[src/rtl/analog_stick_calibrator_if.sv]
// Controller-side bundle for the analog stick calibrator: pad type, stick samples,
// recalibration request, and the resulting DPAD / busy outputs.
interface analog_stick_calibrator_if;
    logic [3:0] pad_type;
    logic       sample_stb;
    logic [7:0] joy_lx;
    logic [7:0] joy_ly;
    logic [7:0] joy_rx;
    logic [7:0] joy_ry;
    logic       recal;
    logic       cal_busy;
    logic       joy_up;
    logic       joy_down;
    logic       joy_left;
    logic       joy_right;

    modport master (
        output pad_type, sample_stb, joy_lx, joy_ly, joy_rx, joy_ry, recal,
        input  cal_busy, joy_up, joy_down, joy_left, joy_right
    );

    modport slave (
        input  pad_type, sample_stb, joy_lx, joy_ly, joy_rx, joy_ry, recal,
        output cal_busy, joy_up, joy_down, joy_left, joy_right
    );
endinterface

[src/rtl/analog_stick_calibrator.sv]
// Learns the rest center of both analog sticks after a settle period, then converts
// stick deflection into DPAD directions with deadzone, hysteresis and SOCD cleaning.
module analog_stick_calibrator #(
    parameter logic [7:0]  DEADZONE      = 8'h10,
    parameter logic [7:0]  HYST          = 8'h04,
    parameter logic [15:0] SETTLE_CYCLES = 16'd1024,
    parameter int unsigned AVG_LOG2      = 4
) (
    input logic                      clk_sys,
    input logic                      reset_n,
    analog_stick_calibrator_if.slave bus
);

    localparam int unsigned ACC_W      = 8 + AVG_LOG2;
    localparam logic [3:0]  PAD_ANALOG = 4'h3;

    typedef enum logic [1:0] {
        S_IDLE,
        S_SETTLE,
        S_ACCUM,
        S_RUN
    } state_t;

    state_t state, state_nx;

    logic [15:0]                settle_cnt, settle_nx;
    logic [AVG_LOG2-1:0]        samp_cnt, samp_nx;
    logic [3:0][ACC_W-1:0]      acc, acc_nx;
    logic [3:0][7:0]            center, center_nx;
    logic [3:0]                 neg_f, neg_nx;
    logic [3:0]                 pos_f, pos_nx;
    logic [3:0][7:0]            joy;
    logic [3:0][7:0]            lo, hi, lo_rel, hi_rel;
    logic                       up_q, down_q, left_q, right_q;
    logic                       l_any, r_any, u_any, d_any;

    // Axis order: 0 = LX, 1 = LY, 2 = RX, 3 = RY; neg = left/up, pos = right/down.
    assign joy = {bus.joy_ry, bus.joy_rx, bus.joy_ly, bus.joy_lx};

    function automatic logic [7:0] sat_add(input logic [7:0] a, input logic [7:0] b);
        logic [8:0] s;
        s = {1'b0, a} + {1'b0, b};
        return s[8] ? 8'hFF : s[7:0];
    endfunction

    function automatic logic [7:0] sat_sub(input logic [7:0] a, input logic [7:0] b);
        logic [8:0] d;
        d = {1'b0, a} - {1'b0, b};
        return d[8] ? 8'h00 : d[7:0];
    endfunction

    always_comb begin
        for (int unsigned i = 0; i < 4; i++) begin
            lo[i]     = sat_sub(center[i], DEADZONE);
            hi[i]     = sat_add(center[i], DEADZONE);
            lo_rel[i] = sat_add(lo[i], HYST);
            hi_rel[i] = sat_sub(hi[i], HYST);
        end
    end

    always_comb begin
        state_nx  = state;
        settle_nx = settle_cnt;
        samp_nx   = samp_cnt;
        acc_nx    = acc;
        center_nx = center;
        neg_nx    = neg_f;
        pos_nx    = pos_f;

        // Pad loss beats recal, and both swallow any coincident strobe.
        if (bus.pad_type != PAD_ANALOG) begin
            state_nx = S_IDLE;
            neg_nx   = '0;
            pos_nx   = '0;
        end else if (bus.recal && state != S_IDLE) begin
            state_nx  = S_SETTLE;
            settle_nx = '0;
            samp_nx   = '0;
            acc_nx    = '0;
            neg_nx    = '0;
            pos_nx    = '0;
        end else begin
            case (state)
                S_IDLE: begin
                    state_nx  = S_SETTLE;
                    settle_nx = '0;
                end
                S_SETTLE: begin
                    if (settle_cnt == SETTLE_CYCLES - 16'd1) begin
                        state_nx = S_ACCUM;
                        acc_nx   = '0;
                        samp_nx  = '0;
                    end else begin
                        settle_nx = settle_cnt + 16'd1;
                    end
                end
                S_ACCUM: begin
                    if (bus.sample_stb) begin
                        for (int unsigned i = 0; i < 4; i++) begin
                            acc_nx[i] = acc[i] + ACC_W'(joy[i]);
                        end
                        samp_nx = samp_cnt + 1'b1;
                        if (samp_cnt == '1) begin
                            for (int unsigned i = 0; i < 4; i++) begin
                                center_nx[i] = acc_nx[i][ACC_W-1:AVG_LOG2];
                            end
                            state_nx = S_RUN;
                        end
                    end
                end
                S_RUN: begin
                    if (bus.sample_stb) begin
                        for (int unsigned i = 0; i < 4; i++) begin
                            if (joy[i] < lo[i])
                                neg_nx[i] = 1'b1;
                            else if (joy[i] >= lo_rel[i])
                                neg_nx[i] = 1'b0;
                            if (joy[i] > hi[i])
                                pos_nx[i] = 1'b1;
                            else if (joy[i] <= hi_rel[i])
                                pos_nx[i] = 1'b0;
                        end
                    end
                end
                default: state_nx = S_IDLE;
            endcase
        end
    end

    always_comb begin
        l_any = neg_nx[0] | neg_nx[2];
        r_any = pos_nx[0] | pos_nx[2];
        u_any = neg_nx[1] | neg_nx[3];
        d_any = pos_nx[1] | pos_nx[3];
    end

    always_ff @(posedge clk_sys or negedge reset_n) begin
        if (!reset_n) begin
            state      <= S_IDLE;
            settle_cnt <= '0;
            samp_cnt   <= '0;
            acc        <= '0;
            center     <= {4{8'h80}};
            neg_f      <= '0;
            pos_f      <= '0;
            up_q       <= 1'b0;
            down_q     <= 1'b0;
            left_q     <= 1'b0;
            right_q    <= 1'b0;
        end else begin
            state      <= state_nx;
            settle_cnt <= settle_nx;
            samp_cnt   <= samp_nx;
            acc        <= acc_nx;
            center     <= center_nx;
            neg_f      <= neg_nx;
            pos_f      <= pos_nx;
            left_q     <= (state_nx == S_RUN) && l_any && !r_any;
            right_q    <= (state_nx == S_RUN) && r_any && !l_any;
            up_q       <= (state_nx == S_RUN) && u_any && !d_any;
            down_q     <= (state_nx == S_RUN) && d_any && !u_any;
        end
    end

    assign bus.cal_busy  = (state == S_SETTLE) || (state == S_ACCUM);
    assign bus.joy_up    = up_q;
    assign bus.joy_down  = down_q;
    assign bus.joy_left  = left_q;
    assign bus.joy_right = right_q;

endmodule

[src/flat_wrapper.sv]
// flat-port wrapper written by rule: the top's interface ports become plain ports
module analog_stick_calibrator_flat 
#(
    parameter logic [7:0]  DEADZONE      = 8'h10,
    parameter logic [7:0]  HYST          = 8'h04,
    parameter logic [15:0] SETTLE_CYCLES = 16'd1024,
    parameter int unsigned AVG_LOG2      = 4
)
  (clk_sys, reset_n, bus_pad_type, bus_sample_stb, bus_joy_lx, bus_joy_ly, bus_joy_rx, bus_joy_ry, bus_recal, bus_cal_busy, bus_joy_up, bus_joy_down, bus_joy_left, bus_joy_right);
  analog_stick_calibrator_if bus_i ();
  input logic clk_sys;
  input logic reset_n;
  input wire logic [$bits(bus_i.pad_type)-1:0] bus_pad_type;
  input wire logic [$bits(bus_i.sample_stb)-1:0] bus_sample_stb;
  input wire logic [$bits(bus_i.joy_lx)-1:0] bus_joy_lx;
  input wire logic [$bits(bus_i.joy_ly)-1:0] bus_joy_ly;
  input wire logic [$bits(bus_i.joy_rx)-1:0] bus_joy_rx;
  input wire logic [$bits(bus_i.joy_ry)-1:0] bus_joy_ry;
  input wire logic [$bits(bus_i.recal)-1:0] bus_recal;
  output wire logic [$bits(bus_i.cal_busy)-1:0] bus_cal_busy;
  output wire logic [$bits(bus_i.joy_up)-1:0] bus_joy_up;
  output wire logic [$bits(bus_i.joy_down)-1:0] bus_joy_down;
  output wire logic [$bits(bus_i.joy_left)-1:0] bus_joy_left;
  output wire logic [$bits(bus_i.joy_right)-1:0] bus_joy_right;
  assign bus_i.pad_type = bus_pad_type;
  assign bus_i.sample_stb = bus_sample_stb;
  assign bus_i.joy_lx = bus_joy_lx;
  assign bus_i.joy_ly = bus_joy_ly;
  assign bus_i.joy_rx = bus_joy_rx;
  assign bus_i.joy_ry = bus_joy_ry;
  assign bus_i.recal = bus_recal;
  assign bus_cal_busy = bus_i.cal_busy;
  assign bus_joy_up = bus_i.joy_up;
  assign bus_joy_down = bus_i.joy_down;
  assign bus_joy_left = bus_i.joy_left;
  assign bus_joy_right = bus_i.joy_right;
  analog_stick_calibrator #(.DEADZONE(DEADZONE), .HYST(HYST), .SETTLE_CYCLES(SETTLE_CYCLES), .AVG_LOG2(AVG_LOG2)) u_core (.clk_sys(clk_sys), .reset_n(reset_n), .bus(bus_i));
endmodule
[config.mk]
export PLATFORM = sky130hd
export DESIGN_NAME = analog_stick_calibrator_flat
export DESIGN_NICKNAME = d
export VERILOG_FILES = /design/src/rtl/analog_stick_calibrator_if.sv /design/src/rtl/analog_stick_calibrator.sv /design/src/flat_wrapper.sv
export SDC_FILE = /design/constraint.sdc
export NUM_CORES = 1
export LEC_CHECK = 0
export CAP_MARGIN = 5
export CORE_MARGIN = 4
export CORE_UTILIZATION = 55
export CTS_CLUSTER_SIZE = 30
export DETAILED_ROUTE_END_ITERATION = 6
export PLACE_DENSITY = 0.81
export SLEW_MARGIN = 5
export SYNTH_ARGS = -nofsm -noshare
export SYNTH_HDL_FRONTEND = slang
export SYNTH_SLANG_ARGS = --single-unit
export TNS_END_PERCENT = 1
[constraint.sdc]
create_clock -name clk_sys -period 4.1 [get_ports clk_sys]
set_input_delay 1.23 -clock clk_sys [delete_from_list [all_inputs] [get_ports clk_sys]]
set_output_delay 1.23 -clock clk_sys [all_outputs]
set_load 0.005 [all_outputs]
==> results_dict.tcl, run 1 <==
set metrics [dict create \
    core_area_sq_mm 0.0189 \
    hold_viol 0 \
    required_ns 4.45 \
    worst_slew_pin_slew_ns 0.637 \
    finalSetupViolCount 0 \
    synthesis.nets 1484 \
    rrSetupSlack_ns 0.31 \
    grt_usage 0.240 \
    die_y_um 147 \
    ys_ff_latch 114 \
    drv_slew 0 \
    total_power_mw 2.86 \
    status "completed" \
    vias 9527 \
    crit_chain "ha_1 > and3_1 > nor2_1 > ha_1 > nand3b_1 > nand3b_1 > o21ai_0 > ha_1 > nor2b_1 > o211ai_1 > a21oi_1 > a2111oi_1 > o2bb2ai_1 > nor2_1 > and3_1" \
    drive_above_1_share 0.0794 \
    portBuffers 44 \
    cts-buffers-inserted 17 \
    synth.area.top_cells "dfrtp_1, ha_1, o21ai_0" \
    tritoncts "built" \
    seq_area_frac_synth 0.267 \
    leakage_nw 5.60 \
    stdcell_count 1569 \
    period_share 0.925 \
    area_growth_pct 12.7 \
    max_freq_mhz 264 \
    hold_path.class "flop to flop" \
    start_util 0.566 \
    die_x_um 147 \
    r2r-start "u_core.center[4]" \
    ys.flop_type "dfrtp_1" \
    worst-setup-path-type "flop to flop" \
    path_max_fanout 10 \
    first_pass_iters 5 \
    post-route-min-period_ns 3.79 \
    hold_start "u_core.acc[38]" \
    antenna_left 0 \
    synth_async_sr_flop_share 1.00 \
    crit_slowest_cell "dfrtp_2" \
    hold_path_depth 2 \
    worst_ep_arrival_time_ns 4.14 \
    final_common_cell "ha_1" \
    worstRegToRegCells 15 \
    htreeDepth 4 \
    pre_cts_ws_ns 0.179 \
    yosysTopAreaCell "dfrtp_1" \
    dieArea_sq_mm 0.0217 \
    dp_hpwl_mm 19.3 \
    rows 50 \
    synthDistinctLibCells 70 \
    antenna_found_initial 0 \
    nFillCells 1544 \
    synth.cell_area_sq_mm 0.0107 \
    pin_count 45 \
    setup_slack_ns 0.307 \
    relSlewSlack 0.575 \
    min_to "u_core.acc[38]" \
    mostFrequentLayoutCells "ha_1, nor2_1, nand2_1" \
    synth_edf_count 0 \
    end_kind "flop" \
    drc_errors 0 \
    yosysTopAreaCellShare 0.258 \
    gp_congestion 0.899 \
    whs_ns 0.495 \
    cts-root-buf "clkbuf_16" \
    fin_skew_ns 0.00866 \
    critPathLaunchType "flop" \
    wl_per_cell_um 16.5 \
    grt_first_pass_wirelength_mm 43.7 \
    n_antenna_cell 0 \
    ir_worst_vdd_uv 276 \
    numClockSinks 114 \
    overflow 0 \
    slowest_delay_ns 0.47 \
    grt_pass1_vias 9134 \
    clkTransAtPathRegs_ns 0.06 \
    via_per_inst 6.07 \
    avgSynthCellArea_sq_um 8.48 \
    p_per_area_mw_per_mm2 237 \
    insertion_delay_ns 0.42 \
    drv_cap 0 \
    cts_buffer_depth 2 \
    dp.cells 1535 \
    wirelength_mm 25.9 \
    yosys_warnings 0 \
    synth_cells 1260 \
    cpMostUsedCell "ha_1" \
    grt_max_degree 46 \
    final_nets 1520 \
    drt_first_iter_violations 674 \
    reg2reg_to "u_core.bus.joy_left" \
]
sequential cells by signal (all words and copies together), names as in the netlist:
register / count
u_core.neg_f: 4
u_core.bus.joy_left: 1
u_core.settle_cnt: 16
u_core.center: 32
u_core.state: 2
u_core.pos_f: 4
u_core.acc: 48
u_core.bus.joy_right: 1
u_core.bus.joy_up: 1
u_core.bus.joy_down: 1
u_core.samp_cnt: 4
through the flow:
step	utilization	instance area [sq um]	TNS (ns)
CTS	0.635	12000	0
global route	0.637	12000	-0.00773
finish	0.637	12000	0
global placement	0.605	11400	0
floorplan	-	10700	0
detailed placement	0.605	11400	0
power breakdown:
group          total, mW  switching [mW]  internal [mW]
sequential          1.14         0.00413           1.13
combinational      0.293           0.168          0.125
clock               1.43           0.523          0.905
total               2.86           0.695           2.16
cell families (layout without fill, tap and decap cells):
group                      Yosys count  count (layout)  synth area share
DFF                                114             114             0.267
muxes                               23              23            0.0238
adders and majority gates          184             184             0.218
and+or+nand+nor                    462             462             0.213
xor gates and xnor gates            55              55            0.0451
AOI/OAI and AO/OA                  327             327             0.196
buffers and inverters               95             144            0.0357
worst max-delay path: cells and delay by family (launching register included):
kind / cells / cell delay, ns
simple gates: 7 / 1.47
compound gates: 5 / 0.95
flops: 1 / 0.47
fa+ha+maj: 3 / 0.83
cells in the mapped netlist (6+ instances only):
master    number
clkbuf_1      29
buf_2         17
a22o_1        26
or2_2         10
nor3_1        30
o21a_1         6
a21o_1        19
o31ai_1       13
and3_1        15
dfrtp_1      110
a21oi_1       80
o21ai_0      102
mux2_2        19
nand3b_1      11
and2_1        15
xnor2_1       41
nor4_1         6
o211ai_1      13
nor2b_1       13
inv_1         48
nand2_1      112
nor2_1       126
nand3_1       40
xor2_1        14
or3_1          8
a31oi_1        6
ha_1         180
nand2b_1      29
a211oi_1       9
nand4_1       26
metal layers:
| metal | vias up | routed length (um) | GRT usage |
|---|---|---|---|
| met1 | 4518 | 11900 | 0.322 |
| met4 | 0 | 684 | 0.0913 |
| met5 | - | 0 | 0 |
| met2 | 269 | 12100 | 0.393 |
| met3 | 56 | 1150 | 0.0356 |
| li1 | 4684 | - | - |
timing repair:
action                     CTS  global route
buffers inserted             0             2
setup endpoints to repair    0             4
resized for setup            0            14
hold buffers                 0             0
worst max path at each step:
stage / to / slack (ns) / startpoint / cells past startpoint
after floorplan: u_core.bus.joy_down / 0.48 / u_core.center[12] / 16
after global placement: u_core.bus.joy_left / 0.18 / u_core.center[4] / 17
after detailed placement: u_core.center[6] / 0.18 / bus_joy_lx[0] / 10
after CTS: u_core.bus.joy_left / 0.14 / u_core.center[4] / 17
after global routing: u_core.bus.joy_down / -0.008 / u_core.center[28] / 15
final: u_core.bus.joy_left / 0.31 / u_core.center[4] / 15
cell type report:
| type | instances | area, sq um | share of cell area |
|---|---|---|---|
| clock buffer | 22 | 454 | 0.0377 |
| clock inverter | 10 | 110 | 0.00914 |
| inverter | 48 | 180 | 0.0150 |
| multi-input combinational | 1051 | 7490 | 0.622 |
| sequential | 114 | 2860 | 0.237 |
| tap | 260 | 325 | 0.0270 |
| timing repair buffer | 64 | 626 | 0.0520 |
No activity file was read; power rests on OpenSTA's default activity.
==> run 2, diff against run 1 <==
CTS_CLUSTER_SIZE = unset   (was 30)
GPL_TIMING_DRIVEN = 0   (was unset)
SLEW_MARGIN = 0   (was 5)
==> results_dict.tcl, run 2 (synthesized netlist as in run 1, its figures left out) <==
set metrics [dict create \
    drc_errors 0 \
    ir_worst_vdd_uv 341 \
    end_kind "flop" \
    max_freq_mhz 258 \
    use_met1 0.345 \
    die_x_um 147 \
    cts-buffers-inserted 17 \
    portBuffers 44 \
    period_share 0.944 \
    antenna_left 0 \
    hold_path.class "flop to flop" \
    p_per_area_mw_per_mm2 236 \
    fin_skew_ns 0.0103 \
    tritoncts "built" \
    die_y_um 147 \
    worst-setup-path-type "flop to flop" \
    core_area_sq_mm 0.0189 \
    start_util 0.566 \
    leakage_nw 5.65 \
    final_nets 1543 \
    numClockSinks 114 \
    clkTransAtPathRegs_ns 0.06 \
    insertion_delay_ns 0.42 \
    htreeDepth 4 \
    crit_slowest_cell "dfrtp_2" \
    grt_usage 0.251 \
    drt_first_iter_violations 589 \
    cpMostUsedCell "ha_1" \
    crit_chain "ha_1 > and3_2 > nor2_1 > ha_1 > nand3_1 > or3_4 > o21ai_0 > ha_1 > nor2b_1 > o211ai_1 > a21oi_1 > a2111oi_1 > o2bb2ai_1 > or2_2 > and3_1" \
    grt_use_met2 0.399 \
    gp_congestion 0.933 \
    post-route-min-period_ns 3.87 \
    critPathLaunchType "flop" \
    pre_cts_ws_ns -0.212 \
    grt_first_pass_wirelength_mm 45.3 \
    drv_slew 0 \
    dieArea_sq_mm 0.0217 \
    vias 9735 \
    slowest_delay_ns 0.46 \
    cts_buffer_depth 2 \
    dp_hpwl_mm 20.1 \
    relSlewSlack 0.382 \
    cp_num_buf_inv 0 \
    wirelength_mm 26.9 \
    whs_ns 0.497 \
    total_power_mw 2.87 \
    first_pass_iters 5 \
    worst_slew_pin_slew_ns 0.926 \
    final_common_cell "ha_1" \
    fin_tns_setup_ns 0 \
    drv_cap 0 \
    grt_pass1_vias 9449 \
    overflow 0 \
    largest_reg_flops 48 \
    worst_ep_arrival_time_ns 4.18 \
    grt_max_degree 63 \
    n_antenna_cell 0 \
    busiest_layer "met2" \
    regMostFlops "u_core.acc" \
    final_util 0.643 \
    critical_path.top_delay_family "simple AND/OR/NAND/NOR gates" \
    rows 50 \
    hold_viol 0 \
    antenna_found_initial 0 \
    grt_setup_unrepaired "no" \
    wl_per_cell_um 16.9 \
    via_per_inst 6.11 \
    setup_slack_ns 0.229 \
    path_max_fanout 8 \
    area_growth_pct 13.6 \
    cts-root-buf "clkbuf_16" \
    required_ns 4.41 \
    mostFrequentLayoutCells "ha_1, nor2_1, nand2_1" \
    grt_use_met3 0.0469 \
    pin_count 45 \
    status "completed" \
    top_regs "u_core.acc (48), u_core.center (32), u_core.settle_cnt (16)" \
    drive_above_1_share 0.0923 \
    finalSetupViolCount 0 \
]
==> run 2: cell types whose count changed in the layout (fill, tap and decap cells not counted), moves of 3 or more <==
cell | previous run | this run
buf_2 | 0 | 17
clkbuf_1 | 4 | 19
buf_4 | 18 | 4
buf_12 | 3 | 0
clkbuf_2 | 0 | 3
clkinv_2 | 5 | 2
clkinvlp_4 | 1 | 4
nor2_1 | 126 | 123
==> run 2: final cells by class <==
type                    count  area [sq um]
fillers                  1593          6750
repair buffers             48           492
well taps                 260           325
flip-flops and latches    114          2860
clock inverters            11           105
inverters                  48           180
multi-input cells        1051          7530
clock buffers              21           470
plain buffers              39           175
==> run 2: timing repair <==
item | 4_1_cts | 5_1_grt
hold buffers | 0 | 0
setup endpoints to repair | 6 | 8
resized for setup | 8 | 29
buffers inserted | 0 | 3
hold endpoints to repair | 0 | 0
pin swaps | 0 | 1
==> run 2: where the power goes <==
group          switching (mW)  total (mW)  internal (mW)
logic                   0.168       0.292          0.124
clock network           0.559        1.44          0.882
registers             0.00379        1.13           1.13
total                   0.731        2.87           2.14
==> run 2: final timing paths <==
check / startpoint / slack (ns) / cells after the start / to
max: u_core.center[12] / 0.23 / 15 / u_core.bus.joy_down
min: u_core.samp_cnt[3] / 0.50 / 1 / u_core.samp_cnt[3]
max reg2reg: u_core.center[12] / 0.23 / 15 / u_core.bus.joy_down
min reg2reg: u_core.samp_cnt[3] / 0.50 / 1 / u_core.samp_cnt[3]
max in group asynchronous: reset_n / 2.59 / 2 / u_core.center[15]
min in group asynchronous: reset_n / 0.77 / 1 / u_core.pos_f[3]
==> run 2: through the flow <==
step / std cells / cell area, sq um
after floorplan: 1260 / 10700
after global placement: 1564 / 11500
after detailed placement: 1565 / 11500
after CTS: 1595 / 12100
after global routing: 1592 / 12100
final: 1592 / 12100
==> run 2: layer usage <==
metal | wire [um] | share of wire
met3 | 1480 | 0.055
met4 | 825 | 0.031
met1 | 12200 | 0.45
met5 | 0 | 0
met2 | 12400 | 0.46
==> run 3, diff against run 2 <==
==> constraint.sdc (replaced) <==
create_clock -name clk_sys -period 4.1 [get_ports clk_sys]
set_input_delay 1.23 -clock clk_sys [delete_from_list [all_inputs] [get_ports clk_sys]]
set_output_delay 1.23 -clock clk_sys [all_outputs]
set_load 0.01 [all_outputs]
==> results of run 3 <==
Same layout as run 2 (identical final DEF). Status: completed.
